===== src/rtl/alu_issue_stage.sv =====
// ALU issue queue: decodes requests into ALU commands, one cycle from accept to out_valid.
// Backpressure: in_ready drops only when the queue is full; illegal funcs are acked and dropped.

module fifo #(
    parameter int W     = 8,
    parameter int DEPTH = 2
) (
    input  logic         clk,
    input  logic         rst_n,
    input  logic         wr_vld,
    output logic         wr_rdy,
    input  logic [W-1:0] wr_dat,
    output logic         rd_vld,
    input  logic         rd_rdy,
    output logic [W-1:0] rd_dat
);
    localparam int PW = (DEPTH > 1) ? $clog2(DEPTH) : 1;
    localparam int CW = $clog2(DEPTH + 1);

    logic [W-1:0]  mem [DEPTH];
    logic [PW-1:0] wptr;
    logic [PW-1:0] rptr;
    logic [CW-1:0] count;
    logic          push;
    logic          pop;

    // Ready comes from the registered count only, so no path from rd_rdy.
    assign wr_rdy = (count < CW'(DEPTH));
    assign rd_vld = (count != '0);
    assign rd_dat = mem[rptr];
    assign push   = wr_vld && wr_rdy;
    assign pop    = rd_vld && rd_rdy;

    function automatic logic [PW-1:0] wrap_inc(input logic [PW-1:0] p);
        return (p == PW'(DEPTH - 1)) ? '0 : p + 1'b1;
    endfunction

    always_ff @(posedge clk or negedge rst_n) begin
        if (!rst_n) begin
            wptr  <= '0;
            rptr  <= '0;
            count <= '0;
        end else begin
            if (push) wptr <= wrap_inc(wptr);
            if (pop)  rptr <= wrap_inc(rptr);
            case ({push, pop})
                2'b10:   count <= count + 1'b1;
                2'b01:   count <= count - 1'b1;
                default: count <= count;
            endcase
        end
    end

    always_ff @(posedge clk) begin
        if (push) mem[wptr] <= wr_dat;
    end
endmodule

module alu_issue_stage #(
    parameter int DEPTH = 2
) (
    input  logic        clk,
    input  logic        rst_n,
    input  logic        in_valid,
    output logic        in_ready,
    input  logic [15:0] in_a,
    input  logic [15:0] in_b,
    input  logic [2:0]  in_func,
    output logic        out_valid,
    input  logic        out_ready,
    output logic [15:0] out_a,
    output logic [15:0] out_b,
    output logic        out_cin,
    output logic        out_less,
    output logic [2:0]  out_op,
    output logic        err_pulse,
    output logic [7:0]  illegal_cnt,
    output logic [15:0] issue_cnt
);
    typedef struct packed {
        logic [2:0]  op;
        logic        cin;
        logic [15:0] a;
        logic [15:0] b;
    } cmd_t;

    cmd_t dec;
    cmd_t head;
    logic legal;
    logic push_vld;
    logic accept;

    always_comb begin
        dec   = '0;
        legal = 1'b1;
        dec.a = in_a;
        case (in_func)
            3'b000: begin dec.op = 3'b000; dec.b = in_b; end
            3'b001: begin dec.op = 3'b001; dec.b = in_b; end
            3'b010: begin dec.op = 3'b010; dec.b = in_b; end
            // SUB and SLT both run through the adder as a + ~b + 1.
            3'b011: begin dec.op = 3'b010; dec.b = ~in_b; dec.cin = 1'b1; end
            3'b100: begin dec.op = 3'b111; dec.b = ~in_b; dec.cin = 1'b1; end
            default: legal = 1'b0;
        endcase
    end

    assign push_vld = in_valid && legal;
    assign accept   = in_valid && in_ready;

    fifo #(
        .W     ($bits(cmd_t)),
        .DEPTH (DEPTH)
    ) u_fifo (
        .clk    (clk),
        .rst_n  (rst_n),
        .wr_vld (push_vld),
        .wr_rdy (in_ready),
        .wr_dat (dec),
        .rd_vld (out_valid),
        .rd_rdy (out_ready),
        .rd_dat (head)
    );

    assign out_a    = out_valid ? head.a   : '0;
    assign out_b    = out_valid ? head.b   : '0;
    assign out_cin  = out_valid ? head.cin : 1'b0;
    assign out_op   = out_valid ? head.op  : '0;
    assign out_less = 1'b0;

    always_ff @(posedge clk or negedge rst_n) begin
        if (!rst_n) begin
            err_pulse   <= 1'b0;
            illegal_cnt <= '0;
            issue_cnt   <= '0;
        end else begin
            err_pulse <= accept && !legal;
            if (accept && !legal && illegal_cnt != 8'hFF)
                illegal_cnt <= illegal_cnt + 1'b1;
            if (out_valid && out_ready)
                issue_cnt <= issue_cnt + 1'b1;
        end
    end
endmodule

===== config.mk =====
export PLATFORM = sky130hd
export DESIGN_NAME = alu_issue_stage
export DESIGN_NICKNAME = d
export VERILOG_FILES = /design/src/rtl/alu_issue_stage.sv
export SDC_FILE = /design/constraint.sdc
export NUM_CORES = 1
export LEC_CHECK = 0
export ABC_AREA = 1
export BUFFER_PORTS_ARGS = -buffer_cell sky130_fd_sc_hd__buf_2
export CAP_MARGIN = 20
export CORE_UTILIZATION = 58
export DETAILED_ROUTE_END_ITERATION = 10
export GPL_ROUTABILITY_DRIVEN = 0
export HOLD_SLACK_MARGIN = 0.06
export PLACE_DENSITY = 0.85
export REMOVE_ABC_BUFFERS = 1
export SYNTH_ARGS = -nofsm -noshare
export SYNTH_HDL_FRONTEND = slang
export SYNTH_HIERARCHICAL = 1
export SYNTH_SLANG_ARGS = --single-unit

===== constraint.sdc =====
create_clock -name clk -period 6.5 [get_ports clk]
set_input_delay 0.325 -clock clk [delete_from_list [all_inputs] [get_ports clk]]
set_output_delay 0.325 -clock clk [all_outputs]
set_load 0.02 [all_outputs]

==> results.json, run 1 <==
{
  "status": "complete, no violations",
  "grt_max_degree": 43,
  "cts_tree": "yes",
  "io_pins": 103,
  "final_util": 0.696,
  "critPathMaxFanout": 37,
  "crit_path_end_kind": "output port",
  "crit_top_cell": "nand2_1",
  "grt_antenna_before_repair": 0,
  "drive_gt1_frac": 0.229,
  "die-area_sq_um": 8410,
  "max-slew-margin-rel": 0.318,
  "path_delay_family": "buffers and inverters",
  "p_leak_nw": 2.76,
  "critPathLaunchType": "flip-flop",
  "drv_cap": 0,
  "worstMarginPinSlew_ns": 1.02,
  "cts-htree-levels": 3,
  "synth_area_per_cell_sq_um": 9.45,
  "grtUsageTotal": 0.227,
  "fin_tns_setup_ns": 0,
  "multi_input_area_sq_um": 1430,
  "cts_sinks": 101,
  "globalRoute.totalOverflow": 0,
  "cts_buffers": 9,
  "ys_types": 29,
  "ys_warn_count": 6,
  "syn_area_sq_um": 4670,
  "p_per_area_nw_per_um2": 400,
  "nFillCells": 586,
  "slew_violations": 0,
  "layout.nets": 635,
  "worst_path_largest_cell_delay_ns": 0.48,
  "path_class": "flip-flop to output port",
  "cts_setup_buffers": 0,
  "num_vias": 3487,
  "fp.dieW_um": 91.7,
  "insertion_delay_ns": 0.36,
  "required_ns": 6.17,
  "path_buf_inv": 3,
  "hp-class": "input pin to flip-flop",
  "syn_inst": 494,
  "antenna_left": 0,
  "routed_wl_um": 9010,
  "fmax_ghz": 0.473,
  "seqCellArea_sq_um": 2890,
  "worst-endpoint-arrival_ns": 1.79,
  "clockBufferDepth": 2,
  "route.detailed.drc": 0,
  "setup_viol": 0,
  "slowest_stage": "inv_2",
  "area_delta_synth_final_pct": 15.9,
  "drt-initial-drc-count": 140,
  "synth-seq-cells": 101,
  "finalHoldViolations": 0,
  "clk_pin_slew_ns": 0.10,
  "min_period_over_period": 0.326,
  "vias_per_cell": 4.98,
  "fin_crit_ns": 2.12,
  "rows": 32,
  "core_sq_um": 7770,
  "die_h_um": 91.7,
  "dp_hpwl_um": 5990,
  "grt_setup_unrepaired": "no",
  "grt_pass1_wl_um": 14700,
  "clockRootBuffer": "clkbuf_8",
  "synth.yosys.seq_area_share": 0.619,
  "drt-pass1-iter-count": 4,
  "skew_ns": 0.0100,
  "io_buffers": 101,
  "peakVddDrop_v": 0.000281,
  "start_util": 0.601,
  "wire_per_inst_um": 12.9,
  "antenna_cells": 0,
  "grt_pass1_vias": 3361,
  "path_cells": "inv_2 -> nand2_1 -> nand2_1 -> nand2_1 -> inv_1 -> buf_2"
}
[layout make-up]
cell class              count  share of cell area
clock buffers               9              0.0229
repair buffers            104              0.0981
well taps                 102              0.0236
multi-input cells         312               0.264
clock inverters             7              0.0120
flip-flops and latches    101               0.534
inverters                  65              0.0451
[worst reg2reg max path, cell delays in order (launching register included)]
cell and delay, ns:
dfrtp_1 0.40, inv_1 0.14, nand2_1 0.21, nor2_4 0.83
[what timing repair did]
| action | CTS | global route |
|---|---|---|
| hold endpoints to repair | 29 | 0 |
| hold buffers | 1 | 0 |
| gates resized for setup | 0 | 0 |
[path summary, 6_finish.rpt]
kind                                 start  depth (start not counted)  slack [ns]                end
max                            u_fifo/rptr                          6        4.38          out_op[1]
min                                in_a[1]                          1        0.15  u_fifo/mem[1][17]
max reg2reg                u_fifo/count[1]                          3        4.55  u_fifo/mem[1][10]
min reg2reg                u_fifo/count[1]                          2        0.51    u_fifo/count[1]
max in group asynchronous            rst_n                          2        5.56     illegal_cnt[5]
min in group asynchronous            rst_n                          2        0.51      issue_cnt[11]
[stage by stage]
step / setup slack, ns / instances / hold WS [ns] / cell area, sq um / power (mW)
final: 4.38 / 700 / 0.150 / 5410 / 2.16
after detailed placement: 4.19 / 683 / 0.391 / 5210 / 1.80
after CTS: 4.36 / 700 / 0.140 / 5410 / 2.18
after global placement: 4.32 / 683 / 0.391 / 5210 / 1.77
after global routing: 4.24 / 700 / 0.133 / 5410 / 2.31
after floorplan: 3.80 / 478 / 0.0294 / 4550 / 1.49
[cell usage after synthesis (all sizes together)]
library cell	number	area share
nand2	223	0.18
edfxtp	72	0.46
inv	64	0.051
dfrtp	29	0.16
nor2	22	0.020
o21ai	18	0.027
nand3	12	0.013
buf	11	0.022
xor2	11	0.021
nand4	8	0.011
xnor2	6	0.011
clkbuf	5	0.0040
ha	3	0.0080
nor3	3	0.0043
a21oi	2	0.0029
clkinv	1	0.00080
conb	1	0.00080
mux2	1	0.0024
nand3b	1	0.0016
or2	1	0.0013
[flip-flops by register name (all words and copies together), names as in the netlist]
name and cells:
u_fifo/mem 72, issue_cnt 16, illegal_cnt 8, u_fifo/count 2
err_pulse 1, u_fifo/rptr 1, u_fifo/wptr 1
[cells by family (layout without fill, tap and decap cells)]
family                   after synthesis  in the layout  synth area share
AO/OA/AOI/OAI                         20             20            0.0295
adder cells (fa/ha/maj)                3              3           0.00804
other                                  1              1          0.000803
flip-flops                           101            101             0.619
buffers and inverters                 81            185            0.0783
XOR/XNOR                              17             17            0.0319
AND/OR/NAND/NOR                      270            270             0.231
multiplexers                           1              1           0.00241
[where the power goes]
part / total [mW] / internal, mW / switching, mW
clock: 0.376 / 0.148 / 0.228
sequential: 0.877 / 0.812 / 0.0656
combinational: 0.911 / 0.275 / 0.636
[cell usage in the layout (no fill, tap or decap), types with 2 or more instances in the layout]
master / n
nor2_4: 3
xor2_1: 11
o21ai_2: 9
inv_8: 3
dfrtp_1: 29
xnor2_1: 6
edfxtp_1: 72
nand3_1: 12
ha_1: 3
clkinvlp_4: 3
nor3_1: 2
o21ai_1: 8
buf_4: 2
clkbuf_8: 9
nand2_1: 223
buf_2: 101
nand4_1: 8
nor2_1: 17
nor2_2: 2
inv_1: 63
[per-layer routing]
| layer | wire [um] | vias to the layer above | global-route usage | part of all wire |
|---|---|---|---|---|
| li1 | - | 1741 | - | - |
| met1 | 3780 | 1600 | 0.270 | 0.42 |
| met4 | 171 | 0 | 0.0768 | 0.019 |
| met5 | 0 | - | 0 | 0 |
| met2 | 4510 | 129 | 0.412 | 0.50 |
| met3 | 546 | 17 | 0.0448 | 0.061 |
Note: power is estimated with default switching activity, not from simulation.
==> run 2: changes to the inputs <==
CORE_UTILIZATION = 54   (was 58)
PLACE_DENSITY = 0.79   (was 0.85)
clock period = 2 ns   (was 6.5 ns; I/O delays follow)
==> run 2 against run 1 <==
  * Wire length up 1.7%
  * Global-route usage is 1.1 points lower
  * Total power grew to 3.4 times the previous value
  * Cell area up 7.0%
  * Register-to-register slack lost 4.1 ns
  * Sequential share of layout area decreased by 3.5 points
  * Combinational power rose to 3.4 times the previous value
  * Non-clock buffer count up 33
  * Worst setup slack got worse by 4.2 ns
  * Critical path type unchanged
==> results.json, run 2 (synthesis gave the netlist of run 1 again) <==
{
  "status": "complete, no violations",
  "biggestRegsByFlops": "u_fifo/mem (72), issue_cnt (16), illegal_cnt (8)",
  "peakVddDrop_v": 0.000667,
  "final_cell_mix": "nand2_1, buf_2, edfxtp_1",
  "insertion_delay_ns": 0.36,
  "max-slew-margin-rel": 0.560,
  "holdPathEnd": "u_fifo/mem[1][14]",
  "critPathMaxFanout": 37,
  "nFillCells": 636,
  "fin_crit_ns": 1.81,
  "p_leak_nw": 2.93,
  "globalRoute.totalOverflow": 0,
  "worst-endpoint-arrival_ns": 1.71,
  "fmax_ghz": 0.551,
  "r2r_slack_ns": 0.47,
  "required_ns": 1.90,
  "area_delta_synth_final_pct": 24.0,
  "drive_gt1_frac": 0.223,
  "grtUsageTotal": 0.216,
  "io_pins": 103,
  "combPwrFrac": 0.417,
  "p_seq_frac": 0.388,
  "io_buffers": 101,
  "clockRootBuffer": "clkbuf_8",
  "grt_pass1_vias": 3331,
  "place_area_sq_um": 5280,
  "antenna_left": 0,
  "final_cells": 736,
  "fin_ws_ns": 0.187,
  "vias_per_cell": 4.83,
  "hp-class": "input pin to flip-flop",
  "num_vias": 3554,
  "intPower_mw": 4.33,
  "min_period_over_period": 0.907,
  "die-area_sq_um": 9020,
  "setup_viol": 0,
  "cp-startpoint": "u_fifo/rptr",
  "cts_sinks": 101,
  "layout.nets": 668,
  "final_common_cell": "nand2_1",
  "slew_violations": 0,
  "rows": 33,
  "die_h_um": 95.0,
  "path_class": "flip-flop to output port",
  "r2r-end": "issue_cnt[8]",
  "cts-htree-levels": 3,
  "cts_setup_buffers": 0,
  "finalHoldViolations": 0,
  "p_per_area_nw_per_um2": 1270,
  "drt-initial-drc-count": 184,
  "p_sw_mw": 3.00,
  "fp.dieW_um": 95.0,
  "numPlacedInstances": 691,
  "routed_wl_um": 9160,
  "hold_start": "in_b[14]",
  "place_worst_setup_slack_ns": 0.476,
  "drt-pass1-iter-count": 4,
  "wire_per_inst_um": 12.5,
  "dp_hpwl_um": 5920,
  "skew_ns": 0.0133,
  "clkPwrFrac": 0.195,
  "final_cell_area_sq_um": 5790,
  "finalPower_mw": 7.33,
  "reg2reg_depth": 7,
  "worstHoldPathCells": 2,
  "drv_cap": 0,
  "crit_path_end_kind": "output port",
  "critPathLaunchType": "flip-flop",
  "route.detailed.drc": 0,
  "reg2reg_from": "u_fifo/count[1]",
  "cts_tree": "yes",
  "grt_antenna_before_repair": 0,
  "p_sw_frac": 0.409,
  "grt_max_degree": 38,
  "worstMarginPinSlew_ns": 0.661,
  "grt_pass1_wl_um": 14600,
  "clk_pin_slew_ns": 0.10,
  "clockBufferDepth": 2,
  "cts_buffers": 9,
  "antenna_cells": 0,
  "core_sq_um": 8300,
  "largest_reg_flops": 72,
  "top_register": "u_fifo/mem",
  "grt_setup_unrepaired": "no",
  "start_util": 0.562
}
## run 2: cell types whose count changed in the layout (fill, tap and decap cells not counted), sizes merged
| cell | delta |
|---|---|
| dlygate4sd3 | +28 |
| buf | +5 |
| clkinv | +3 |
| clkinvlp | -3 |
| inv | -3 |
| bufinv | +2 |
| clkbuf | +1 |
## run 2: critical path, stage by stage, from the launching register on
cell and delay [ns]:
dfrtp_1 0.38, clkinv_2 0.42, nand2_1 0.20, nand2_1 0.07, nand2_1 0.08, inv_1 0.04, buf_2 0.15
## run 2: final cells by class
type,count,area (sq um),area share
Clock buffer,10,128,0.0220
Clock inverter,6,93.8,0.0162
Inverter,65,245,0.0424
Multi-Input combinational cell,312,1430,0.247
Sequential cell,101,2890,0.499
Tap cell,105,131,0.0227
Timing Repair Buffer,137,873,0.151
## run 2: metrics by stage
stage	hold WS [ns]	utilization	setup TNS [ns]
after floorplan	-0.196	-	-51.76
after global placement	0.158	0.636	0
after detailed placement	0.172	0.636	0
after CTS	0.0622	0.697	0
after global routing	0.0662	0.698	0
final	0.0725	0.698	0
## run 2: how the worst max path moves through the flow
| stage | slack, ns | end |
|---|---|---|
| 4_1_cts | 0.14 | out_b[4] |
| 6_report | 0.19 | out_b[4] |
| 5_1_grt | 0.005 | out_op[0] |
| 2_1_floorplan | -0.70 | u_fifo/mem[0][0] |
| 3_3_place_gp | 0.56 | illegal_cnt[7] |
| 3_5_place_dp | 0.48 | u_fifo/count[1] |
## run 2: power groups by stage
| stage | logic (mW) | clock network [mW] | registers, mW |
|---|---|---|---|
| after global routing | 3.43 | 1.52 | 2.88 |
| after global placement | 2.97 | 0 | 2.87 |
| after CTS | 3.08 | 1.45 | 2.84 |
| after detailed placement | 3.03 | 0 | 2.88 |
| after floorplan | 1.80 | 0 | 3.05 |
| final | 3.06 | 1.43 | 2.84 |
## run 2: per-layer routing
layer | track usage | part of all wire | up-vias
met3 | 0.0378 | 0.052 | 14
met1 | 0.266 | 0.44 | 1633
li1 | - | - | 1804
met4 | 0.0884 | 0.019 | 0
met2 | 0.375 | 0.49 | 103
met5 | 0 | 0 | -
## run 2: what timing repair did
| action | CTS | global route |
|---|---|---|
| endpoints found under the setup margin | 0 | 3 |
| resized for setup | 0 | 1 |
| hold endpoints to repair | 82 | 0 |
| hold buffers | 29 | 0 |
==> run 3: changes to the inputs <==
--- a/config.mk
+++ b/config.mk
@@ -10,2 +10,3 @@
 export CAP_MARGIN = 20
+export CORE_MARGIN = 4
 export CORE_UTILIZATION = 54
==> constraint.sdc (replaced) <==
create_clock -name clk -period 2 [get_ports clk]
set_input_delay 0.2 -clock clk [delete_from_list [all_inputs] [get_ports clk]]
set_output_delay 0.2 -clock clk [all_outputs]
set_load 0.02 [all_outputs]
==> run 3 against run 2 <==
  * Hold slack better by 0.080 ns
  * Sequential share of layout area grew 0.98 points
  * Sequential cell count unchanged
  * Critical endpoint is now out_b[5]
  * Largest cell class unchanged
==> results.json, run 3 (synthesis gave the netlist of run 1 again) <==
{
  "drv_cap": 0,
  "clk_pin_slew_ns": 0.10,
  "crit_path_end_kind": "output port",
  "area_delta_synth_final_pct": 21.6,
  "clockBufferDepth": 2,
  "dp_hpwl_um": 6500,
  "fmax_ghz": 0.553,
  "cts_buffers": 9,
  "path_buf_inv": 4,
  "io_buffers": 101,
  "grtUsageTotal": 0.195,
  "path_cells": "inv_2 -> buf_4 -> nand2_1 -> nand2_1 -> nand2_1 -> inv_1 -> buf_2",
  "r2r_slack_ns": 0.47,
  "core_sq_um": 8300,
  "peakVddDrop_v": 0.000615,
  "final_cell_mix": "nand2_1, buf_2, edfxtp_1",
  "grt_antenna_before_repair": 0,
  "max-slew-margin-rel": 0.561,
  "insertion_delay_ns": 0.36,
  "start_util": 0.562,
  "route.detailed.drc": 0,
  "die-area_sq_um": 10200,
  "cts-htree-levels": 3,
  "largest_reg_flops": 72,
  "globalRoute.totalOverflow": 0,
  "io_pins": 103,
  "worst_path_largest_cell_delay_ns": 0.40,
  "cts_sinks": 101,
  "fin_crit_ns": 1.81,
  "worst-endpoint-arrival_ns": 1.61,
  "p_leak_nw": 2.89,
  "final_common_cell": "nand2_1",
  "cts_tree": "yes",
  "layout.nets": 658,
  "grt_setup_unrepaired": "no",
  "post_cts_resized": 0,
  "wire_per_inst_um": 13.2,
  "fp.dieW_um": 101,
  "slowest_stage": "dfrtp_1",
  "rows": 33,
  "crit_top_cell": "nand2_1",
  "setup_viol": 0,
  "p_per_area_nw_per_um2": 1280,
  "nFillCells": 642,
  "drt-initial-drc-count": 176,
  "critPathMaxFanout": 14,
  "vias_per_cell": 4.90,
  "min_period_over_period": 0.905,
  "top_register": "u_fifo/mem",
  "num_vias": 3554,
  "critPathLaunchType": "flip-flop",
  "die_h_um": 101,
  "path_class": "flip-flop to output port",
  "finalHoldViolations": 0,
  "final_cell_area_sq_um": 5680,
  "slew_violations": 0,
  "drt-pass1-iter-count": 4,
  "grt_max_degree": 38,
  "place_area_sq_um": 5290,
  "grt_pass1_wl_um": 15400,
  "hp-class": "input pin to flip-flop",
  "skew_ns": 0.00948,
  "worstMarginPinSlew_ns": 0.659,
  "clockRootBuffer": "clkbuf_8",
  "biggestRegsByFlops": "u_fifo/mem (72), issue_cnt (16), illegal_cnt (8)",
  "antenna_left": 0,
  "path_delay_family": "buffers and inverters",
  "drive_gt1_frac": 0.232,
  "required_ns": 1.80,
  "fin_tns_setup_ns": 0,
  "grt_pass1_vias": 3443,
  "antenna_cells": 0,
  "routed_wl_um": 9610,
  "status": "complete, no violations"
}
[run 3: changes by cell type in the layout (fill, tap and decap cells not counted), sizes merged]
| cell | change |
|---|---|
| dlygate4sd3 | -12 |
| buf | +2 |
| inv | +2 |
| bufinv | -1 |
| clkbuf | -1 |
[run 3: where the power goes]
group	switching [mW]	internal (mW)
clock	0.735	0.611
combinational	2.11	0.984
sequential	0.218	2.63
total	3.06	4.23
[run 3: worst register-to-register path: cells and delay by family, from the launching register on]
kind / cells / cell delay [ns]
DFF: 1 / 0.39
xor gates and xnor gates: 1 / 0.16
and+or+nand+nor: 5 / 0.84
buffers and inverters: 1 / 0.07
[run 3: final cells by class]
cell class	instances	area, sq um	area share
clock buffers	9	124	0.0218
clock inverters	7	92.6	0.0163
inverters	65	244	0.0430
multi-input cells	312	1430	0.252
flip-flops and latches	101	2890	0.509
well taps	105	131	0.0231
repair buffers	127	768	0.135
[run 3: what timing repair did]
item,4_1_cts,5_1_grt
endpoints found under the hold margin,61,0
hold buffers,17,0
buffers inserted,0,0
[run 3: final timing paths]
check,startpoint,end,cells after the start
max,u_fifo/rptr,out_b[5],7
min,in_b[3],u_fifo/mem[0][3],2
max reg2reg,u_fifo/count[0],issue_cnt[11],7
min reg2reg,u_fifo/count[1],u_fifo/count[1],2
max in group asynchronous,rst_n,u_fifo/rptr,2
min in group asynchronous,rst_n,issue_cnt[13],2
[run 3: layer usage]
| metal | vias to the layer above | global-route usage | wire [um] |
|---|---|---|---|
| li1 | 1783 | - | - |
| met1 | 1643 | 0.244 | 4020 |
| met2 | 104 | 0.328 | 4780 |
| met3 | 24 | 0.0360 | 547 |
| met4 | 0 | 0.0930 | 261 |
| met5 | - | 0 | 0 |
[run 3: metrics by stage]
stage               power (mW)  utilization  std cells  worst slack (ns)  hold WS [ns]
floorplan                 4.85            -        478            -0.696       -0.0956
global placement          5.87        0.638        693             0.476         0.264
detailed placement        5.97        0.638        693             0.431         0.278
CTS                       7.34        0.684        726             0.174         0.130
global route              7.77        0.684        726            0.0579         0.140
finish                    7.29        0.684        726             0.191         0.153
